**src/rtl/wash_pkg.sv**
```systemverilog
// Shared definitions for the washing-machine programme sequencer.
//   phase_e     : state / phase code published on the phase output
//   *_dur       : phase durations in seconds for a given water level
//   worst_total : longest possible programme, used to size the time counters
package wash_pkg;

    typedef enum logic [2:0] {
        IDLE  = 3'd0,
        DELAY = 3'd1,
        WASH  = 3'd2,
        RINSE = 3'd3,
        SPIN  = 3'd4,
        DONE  = 3'd5
    } phase_e;

    function automatic int unsigned wash_dur(input int unsigned base, input logic [2:0] water);
        return base + 32'(water);
    endfunction

    // Rinse spends water+3 s draining and water s filling, hence the 2x.
    function automatic int unsigned rinse_dur(input int unsigned base, input logic [2:0] water);
        return base + 32'(water) * 2;
    endfunction

    function automatic int unsigned spin_dur(input int unsigned base, input logic [2:0] water);
        return base + 32'(water);
    endfunction

    function automatic int unsigned worst_total(input int unsigned wash_base,
                                                input int unsigned rinse_base,
                                                input int unsigned spin_base,
                                                input int unsigned rinse_max);
        return wash_dur(wash_base, 3'd7) + rinse_max * rinse_dur(rinse_base, 3'd7)
             + spin_dur(spin_base, 3'd7);
    endfunction

endpackage

```
**src/rtl/wash_sequencer_tick_prescaler.sv**
```systemverilog
// One-second tick generator.
//   clk, rst_n : clock, asynchronous active-low reset
//   en         : count enable (running and not paused)
//   clr        : synchronous clear, wins over en
//   tick       : high on the enabled cycle where the count sits at TICK_DIV-1
module tick_prescaler #(
    parameter int unsigned TICK_DIV = 100_000_000
) (
    input  logic clk,
    input  logic rst_n,
    input  logic en,
    input  logic clr,
    output logic tick
);
    localparam int unsigned CW = (TICK_DIV > 1) ? $clog2(TICK_DIV) : 1;
    localparam logic [CW-1:0] LAST = CW'(TICK_DIV - 1);

    logic [CW-1:0] count_reg;

    // Gating with en means a pause landing on the terminal count swallows
    // that tick; it fires on the first unpaused cycle instead.
    assign tick = en && (count_reg == LAST);

    always_ff @(posedge clk or negedge rst_n) begin
        if (!rst_n) begin
            count_reg <= '0;
        end else if (clr) begin
            count_reg <= '0;
        end else if (en) begin
            count_reg <= tick ? '0 : count_reg + 1'b1;
        end
    end
endmodule

```
**src/rtl/wash_sequencer.sv**
```systemverilog
// Washing-machine programme sequencer: optional start delay, then the enabled
// wash / rinse (repeated) / spin phases, timed in whole seconds.
//   inputs : clk, rst_n, power, start, pause, mode_mask, rinse_cnt, water, delay_s
//   outputs: phase, rinse_idx, phase_time, total_time, delay_left (all registered),
//            in_water / out_water (decoded from registers), busy, done, done_pulse
module wash_sequencer
    import wash_pkg::*;
#(
    parameter int unsigned TICK_DIV   = 100_000_000,
    parameter int unsigned TW         = 8,
    parameter int unsigned RINSE_MAX  = 3,
    parameter int unsigned DW         = 7,
    parameter int unsigned WASH_BASE  = 9,
    parameter int unsigned RINSE_BASE = 9,
    parameter int unsigned SPIN_BASE  = 3
) (
    input  logic          clk,
    input  logic          rst_n,
    input  logic          power,
    input  logic          start,
    input  logic          pause,
    input  logic [2:0]    mode_mask,
    input  logic [1:0]    rinse_cnt,
    input  logic [2:0]    water,
    input  logic [DW-1:0] delay_s,
    output logic [2:0]    phase,
    output logic [1:0]    rinse_idx,
    output logic [TW-1:0] phase_time,
    output logic [TW-1:0] total_time,
    output logic [DW-1:0] delay_left,
    output logic          in_water,
    output logic          out_water,
    output logic          busy,
    output logic          done,
    output logic          done_pulse
);
    localparam int unsigned WORST_TOTAL = worst_total(WASH_BASE, RINSE_BASE, SPIN_BASE, RINSE_MAX);
    localparam longint unsigned TW_LIMIT = (64'd1 << TW) - 64'd1;

    if (64'(WORST_TOTAL) > TW_LIMIT) begin : g_tw_too_narrow
        $error("wash_sequencer: TW cannot hold the worst-case programme total");
    end

    function automatic logic [TW-1:0] dur_of(input phase_e ph, input logic [2:0] w);
        logic [TW-1:0] d;
        case (ph)
            WASH:    d = TW'(wash_dur(WASH_BASE, w));
            RINSE:   d = TW'(rinse_dur(RINSE_BASE, w));
            SPIN:    d = TW'(spin_dur(SPIN_BASE, w));
            default: d = '0;
        endcase
        return d;
    endfunction

    function automatic phase_e first_phase(input logic [2:0] mask);
        return mask[0] ? WASH : mask[1] ? RINSE : mask[2] ? SPIN : DONE;
    endfunction

    // Phase following cur; more_rinse says another rinse repetition is due.
    function automatic phase_e next_phase(input phase_e cur, input logic [2:0] mask,
                                          input logic more_rinse);
        phase_e n;
        case (cur)
            WASH:    n = mask[1] ? RINSE : mask[2] ? SPIN : DONE;
            RINSE:   n = more_rinse ? RINSE : mask[2] ? SPIN : DONE;
            default: n = DONE;
        endcase
        return n;
    endfunction

    function automatic logic [TW-1:0] plan_total(input logic [2:0] mask, input logic [1:0] r,
                                                 input logic [2:0] w);
        logic [TW-1:0] t;
        t = '0;
        if (mask[0]) t = t + dur_of(WASH, w);
        if (mask[1]) t = t + TW'(r) * dur_of(RINSE, w);
        if (mask[2]) t = t + dur_of(SPIN, w);
        return t;
    endfunction

    // Zero rinses still means one; anything above RINSE_MAX is capped.
    function automatic logic [1:0] clamp_rinses(input logic [1:0] rc);
        logic [1:0] r;
        if (rc == 2'd0)                 r = 2'd1;
        else if (32'(rc) > RINSE_MAX)   r = 2'(RINSE_MAX);
        else                            r = rc;
        return r;
    endfunction

    phase_e        state_reg, state_next, adv_state;
    logic [TW-1:0] phase_time_reg, phase_time_next, total_time_reg, total_time_next;
    logic [DW-1:0] delay_left_reg, delay_left_next, delay_reg, delay_next;
    logic [1:0]    rinse_idx_reg, rinse_idx_next, rinses_reg, rinses_next, live_rinses;
    logic [2:0]    mask_reg, mask_next, water_reg, water_next;
    logic          done_pulse_reg, done_pulse_next;
    logic [TW-1:0] preview_phase, preview_total, elapsed, water_tw;
    logic          tick;

    assign live_rinses   = clamp_rinses(rinse_cnt);
    assign preview_phase = dur_of(first_phase(mode_mask), water);
    assign preview_total = plan_total(mode_mask, live_rinses, water);

    assign busy = (state_reg == DELAY) || (state_reg == WASH) ||
                  (state_reg == RINSE) || (state_reg == SPIN);

    // The prescaler only runs while a programme is live; being idle or done
    // keeps it cleared so an accepted start always begins from count 0.
    tick_prescaler #(.TICK_DIV(TICK_DIV)) u_prescaler (
        .clk   (clk),
        .rst_n (rst_n),
        .en    (power && busy && !pause),
        .clr   (!power || !busy),
        .tick  (tick)
    );

    always_ff @(posedge clk or negedge rst_n) begin
        if (!rst_n) begin
            state_reg      <= IDLE;
            phase_time_reg <= '0;
            total_time_reg <= '0;
            delay_left_reg <= '0;
            rinse_idx_reg  <= '0;
            done_pulse_reg <= 1'b0;
            mask_reg       <= '0;
            rinses_reg     <= '0;
            water_reg      <= '0;
            delay_reg      <= '0;
        end else begin
            state_reg      <= state_next;
            phase_time_reg <= phase_time_next;
            total_time_reg <= total_time_next;
            delay_left_reg <= delay_left_next;
            rinse_idx_reg  <= rinse_idx_next;
            done_pulse_reg <= done_pulse_next;
            mask_reg       <= mask_next;
            rinses_reg     <= rinses_next;
            water_reg      <= water_next;
            delay_reg      <= delay_next;
        end
    end

    always_comb begin
        state_next      = state_reg;
        phase_time_next = phase_time_reg;
        total_time_next = total_time_reg;
        delay_left_next = delay_left_reg;
        rinse_idx_next  = rinse_idx_reg;
        done_pulse_next = 1'b0;
        mask_next       = mask_reg;
        rinses_next     = rinses_reg;
        water_next      = water_reg;
        delay_next      = delay_reg;
        adv_state       = DONE;

        if (!power || state_reg == IDLE) begin
            // Idle (or powered off): keep the display preview tracking inputs.
            state_next      = IDLE;
            phase_time_next = preview_phase;
            total_time_next = preview_total;
            delay_left_next = delay_s;
            rinse_idx_next  = '0;
            if (power && start && mode_mask != 3'b000) begin
                mask_next   = mode_mask;
                rinses_next = live_rinses;
                water_next  = water;
                delay_next  = delay_s;
                state_next  = (delay_s != '0) ? DELAY : first_phase(mode_mask);
            end
        end else begin
            case (state_reg)
                DONE: begin
                    if (start) begin
                        state_next      = (delay_reg != '0) ? DELAY : first_phase(mask_reg);
                        phase_time_next = dur_of(first_phase(mask_reg), water_reg);
                        total_time_next = plan_total(mask_reg, rinses_reg, water_reg);
                        delay_left_next = delay_reg;
                        rinse_idx_next  = '0;
                    end
                end
                DELAY: begin
                    if (tick) begin
                        delay_left_next = delay_left_reg - 1'b1;
                        if (delay_left_reg == DW'(1)) state_next = first_phase(mask_reg);
                    end
                end
                WASH, RINSE, SPIN: begin
                    if (tick) begin
                        total_time_next = total_time_reg - 1'b1;
                        if (phase_time_reg == TW'(1)) begin
                            adv_state = next_phase(state_reg, mask_reg,
                                                   (rinse_idx_reg + 2'd1) < rinses_reg);
                            state_next = adv_state;
                            if (state_reg == RINSE && adv_state == RINSE)
                                rinse_idx_next = rinse_idx_reg + 2'd1;
                            if (adv_state == DONE) begin
                                phase_time_next = '0;
                                total_time_next = '0;
                                done_pulse_next = 1'b1;
                            end else begin
                                phase_time_next = dur_of(adv_state, water_reg);
                            end
                        end else begin
                            phase_time_next = phase_time_reg - 1'b1;
                        end
                    end
                end
                default: state_next = IDLE;
            endcase
        end
    end

    // Seconds already spent in the current phase drive the valve schedule.
    assign water_tw = TW'(water_reg);
    assign elapsed  = dur_of(state_reg, water_reg) - phase_time_reg;

    always_comb begin
        in_water  = 1'b0;
        out_water = 1'b0;
        if (power) begin
            case (state_reg)
                WASH:  in_water = (elapsed < water_tw);
                RINSE: begin
                    if (elapsed < water_tw + TW'(3))
                        out_water = 1'b1;
                    else if (elapsed < (water_tw << 1) + TW'(3))
                        in_water = 1'b1;
                end
                SPIN:  out_water = 1'b1;
                default: ;
            endcase
        end
    end

    assign phase      = state_reg;
    assign rinse_idx  = rinse_idx_reg;
    assign phase_time = phase_time_reg;
    assign total_time = total_time_reg;
    assign delay_left = delay_left_reg;
    assign done       = (state_reg == DONE);
    assign done_pulse = done_pulse_reg;
endmodule

```
**config.mk**
```make
export PLATFORM = sky130hd
export DESIGN_NAME = wash_sequencer
export DESIGN_NICKNAME = d
export VERILOG_FILES = /design/src/rtl/wash_pkg.sv /design/src/rtl/wash_sequencer_tick_prescaler.sv /design/src/rtl/wash_sequencer.sv
export SDC_FILE = /design/constraint.sdc
export NUM_CORES = 1
export LEC_CHECK = 0
export CAP_MARGIN = 20
export CORE_MARGIN = 1
export CORE_UTILIZATION = 40
export CTS_CLUSTER_SIZE = 12
export DETAILED_ROUTE_END_ITERATION = 8
export GPL_TIMING_DRIVEN = 0
export SLEW_MARGIN = 0
export SYNTH_ARGS = -nofsm -noshare
export SYNTH_HDL_FRONTEND = slang
export SYNTH_HIERARCHICAL = 1
export SYNTH_SLANG_ARGS = --single-unit
```
**constraint.sdc**
```tcl
create_clock -name clk -period 7.6 [get_ports clk]
set_input_delay 2.28 -clock clk [delete_from_list [all_inputs] [get_ports clk]]
set_output_delay 2.28 -clock clk [all_outputs]
set_load 0.01 [all_outputs]
```
==> flow_metrics.env, run 1 <==
export IMPL_outcome="finished clean"
export IMPL_fin_crit_sh_pct=90.6
export IMPL_clock_skew_ns=0.00775
export IMPL_fin_cells=1107
export IMPL_cts_resized=0
export IMPL_cp_arrival_ns=4.61
export IMPL_grt_pass1_vias=6223
export IMPL_netlist_area_leader_share_pct=26.4
export IMPL_netlist_top_cells_count="nor2_1, dfrtp_1, nand2_1"
export IMPL_cts_sinks=71
export IMPL_drive_gt1_share_pct=8.34
export IMPL_layout_min_cycle_time_ns=6.89
export IMPL_die_h_um=132
export IMPL_crit_fanout=8
export IMPL_r2r_start="phase[1]"
export IMPL_fin_setup_tns_ns=0
export IMPL_drv_slew=0
export IMPL_max_freq_mhz=145
export IMPL_die_area_um2=17300
export IMPL_worst_r2r_endpoint="phase_time[3]"
export IMPL_cts_root_buf="clkbuf_16"
export IMPL_met1_usage_pct=34.6
export IMPL_diodes=0
export IMPL_gr_usage_met3_pct=3.70
export IMPL_synth_seq_area_share_pct=26.4
export IMPL_cts_tree="yes"
export IMPL_grt_max_degree=67
export IMPL_route_detailed_drc=0
export IMPL_io_buffers=50
export IMPL_post_drt_wl_per_cell_um=18.2
export IMPL_vias=6471
export IMPL_antenna_found_initial=0
export IMPL_ys_async_sr_fraction_pct=100
export IMPL_rsz0062_at_grt="false"
export IMPL_ys_types=82
export IMPL_irDropWorstVdd_uv=119
export IMPL_viasPerCell=5.85
export IMPL_r2r_slack_ns=2.77
export IMPL_grt_busiest_layer="met2"
export IMPL_dpl_hpwl_um=15300
export IMPL_end_kind="primary output"
export IMPL_crit_type="flip-flop to primary output"
export IMPL_grt_pass1_wl_um=33200
export IMPL_p_leak_nw=3.18
export IMPL_holdWs_ns=0.538
export IMPL_ys_warn_count=6
export IMPL_path_clk_slew_ns=0.06
export IMPL_die_width_um=132
export IMPL_syn_to_final_growth_pct=16.3
export IMPL_rows=47
export IMPL_crit_path_end="in_water"
export IMPL_startpoint="water_reg[1]"
export IMPL_hp_class="flip-flop to flip-flop"
export IMPL_reg2reg_depth=13
export IMPL_placedCellCount=1091
export IMPL_postCtsHoldBufs=0
export IMPL_clockBufferDepth=2
export IMPL_largest_reg_flops=27
export IMPL_hp_start="delay_reg[6]"
export IMPL_drt_pass1_iterations=5
export IMPL_placed_area_um2=7530
export IMPL_synthCells=820
export IMPL_grt_ovfl_total=0
export IMPL_ant_nets=0
export IMPL_synthesis_area_um2=6730
export IMPL_ys_dominant_reg_cell="dfrtp_1"
export IMPL_synth_most_common_cell="nor2_1"
export IMPL_synth_top_area_cell="dfrtp_1"
export IMPL_syn_area_per_cell_um2=8.21
export IMPL_routed_wirelength_um=20200
export IMPL_powerDensity_nw_per_um2=250
export IMPL_worstSetupStartpointType="flip-flop"
export IMPL_synth_edf_count=0
export IMPL_worst_slew_pin_slew_ns=0.690
export IMPL_fin_area_um2=7830
export IMPL_total_power_mw=1.96
export IMPL_globalplace_congestion=0.875
export IMPL_slew_headroom_pct=54.0
export IMPL_syn_num_nets=900
export IMPL_htreeDepth=3
export IMPL_n_fill_cell=1624
export IMPL_cts_setup_buffers=0
export IMPL_ys_seq_elements=71
export IMPL_insertion_delay_ns=0.35
export IMPL_finalSetupViolCount=0
export IMPL_crit_required_ns=5.32
export IMPL_cap_viol_max_count=0
export IMPL_synth_area_leaders="dfrtp_1, ha_1, a21oi_1, nor2_1, o21ai_0"
export IMPL_hold_viol_final=0
export IMPL_nNetsFinal=962
export IMPL_grt_util_met2_pct=37.8
export IMPL_drt_iter0_drc=490
export IMPL_grtUsageTotal_pct=24.1
export IMPL_numCtsBuffers=9
export IMPL_io_pins=53
export IMPL_initial_core_util_pct=40.7
export IMPL_core_area_um2=16500
power breakdown:
part / internal (mW) / switching, mW / total, mW
logic: 0.434 / 0.572 / 1.01
registers: 0.432 / 0.0815 / 0.513
clock network: 0.256 / 0.181 / 0.437
total: 1.12 / 0.834 / 1.96
critical path, stage by stage, from the launching register on:
cell	delay, ns
dfrtp_1	0.34
clkbuf_1	0.37
inv_1	0.21
ha_1	0.45
mux2i_1	0.17
o22ai_1	0.15
fa_1	0.46
a21o_1	0.20
a21oi_1	0.24
xnor2_1	0.21
ha_1	0.30
a211oi_1	0.19
o21ai_0	0.12
o32ai_1	0.13
and3_1	0.19
clkdlybuf4s50_1	0.53
metrics by stage:
stage	setup WS, ns	util, %
floorplan	1.97	-
global placement	0.947	45.4
detailed placement	0.900	45.6
CTS	0.673	47.4
global route	0.244	47.4
finish	0.713	47.4
cell families (layout without fill, tap and decap cells):
logic type | count (synthesis) | after routing | share of synthesized area, %
AO/OA/AOI/OAI | 239 | 239 | 23.8
XOR/XNOR | 34 | 34 | 4.43
adder cells (fa/ha/maj) | 60 | 60 | 12.4
buffers and inverters | 96 | 163 | 6.15
flip-flops | 71 | 71 | 26.4
multiplexers | 27 | 27 | 4.30
AND/OR/NAND/NOR | 293 | 293 | 22.6
layout make-up:
class	count	area, µm²	share of cell area, %
well taps	220	275	3.52
inverters	49	184	2.35
clock inverters	6	68.8	0.879
flip-flops and latches	71	1780	22.7
multi-input cells	653	4540	58.0
clock buffers	10	229	2.93
repair buffers	51	526	6.71
plain buffers	47	230	2.94
cells in the final DEF (no fill, tap or decap), types with 8 or more instances in the layout:
master and instances:
mux2_2 15, clkdlybuf4s50_1 49, o21ai_0 54, a21oi_1 58, fa_1 11, nand3_1 24
xnor2_1 21, nor2_1 74, or3_1 9, o22ai_1 12, mux2i_1 12, inv_1 48
a211oi_1 15, nand2b_1 17, or4_1 10, o211ai_1 8, xor2_1 13, clkbuf_16 9
clkbuf_1 25, nand2_1 68, and3_1 9, nand4_1 12, o31ai_1 10, nor3_1 16
nor4_1 10, dfrtp_1 71, buf_2 16, nor2b_1 9, ha_1 49
worst min-delay path by stage:
stage	slack [ns]	cells past startpoint	end
after global placement	0.52	1	delay_reg[3]
after floorplan	0.50	1	delay_reg[2]
after detailed placement	0.53	1	delay_reg[3]
final	0.54	1	delay_reg[6]
after CTS	0.54	1	rinse_idx[1]
after global routing	0.57	1	delay_reg[3]
metal layers:
metal  wire length [µm]  part of all wire, %  vias to the layer above
li1                   -                    -                     3153
met3               1220                  6.0                       21
met4                274                  1.4                        0
met1               9570                   47                     3097
met5                  0                    0                        -
met2               9120                   45                      200
Note: power is estimated with default switching activity, not from simulation.
==> run 2: changes to the inputs <==
CORE_MARGIN = unset   (was 1)
CTS_CLUSTER_SIZE = unset   (was 12)
==> results of run 2 <==
Final layout, timing and power as in run 1 (identical DEF).
==> run 3: changes to the inputs <==
--- a/config.mk
+++ b/config.mk
@@ -9,2 +9,3 @@
 export CORE_UTILIZATION = 40
+export CTS_CLUSTER_SIZE = 25
 export DETAILED_ROUTE_END_ITERATION = 8
==> constraint.sdc (replaced) <==
create_clock -name clk -period 7.6 [get_ports clk]
set_input_delay 1.52 -clock clk [delete_from_list [all_inputs] [get_ports clk]]
set_output_delay 1.52 -clock clk [all_outputs]
set_load 0.01 [all_outputs]
==> results of run 3 <==
The final DEF is identical to that of run 1. Status: finished clean.
Among the figures that moved: setup slack after placement 0.900 ns -> 1.66 ns; setup slack after layout 0.713 ns -> 1.47 ns
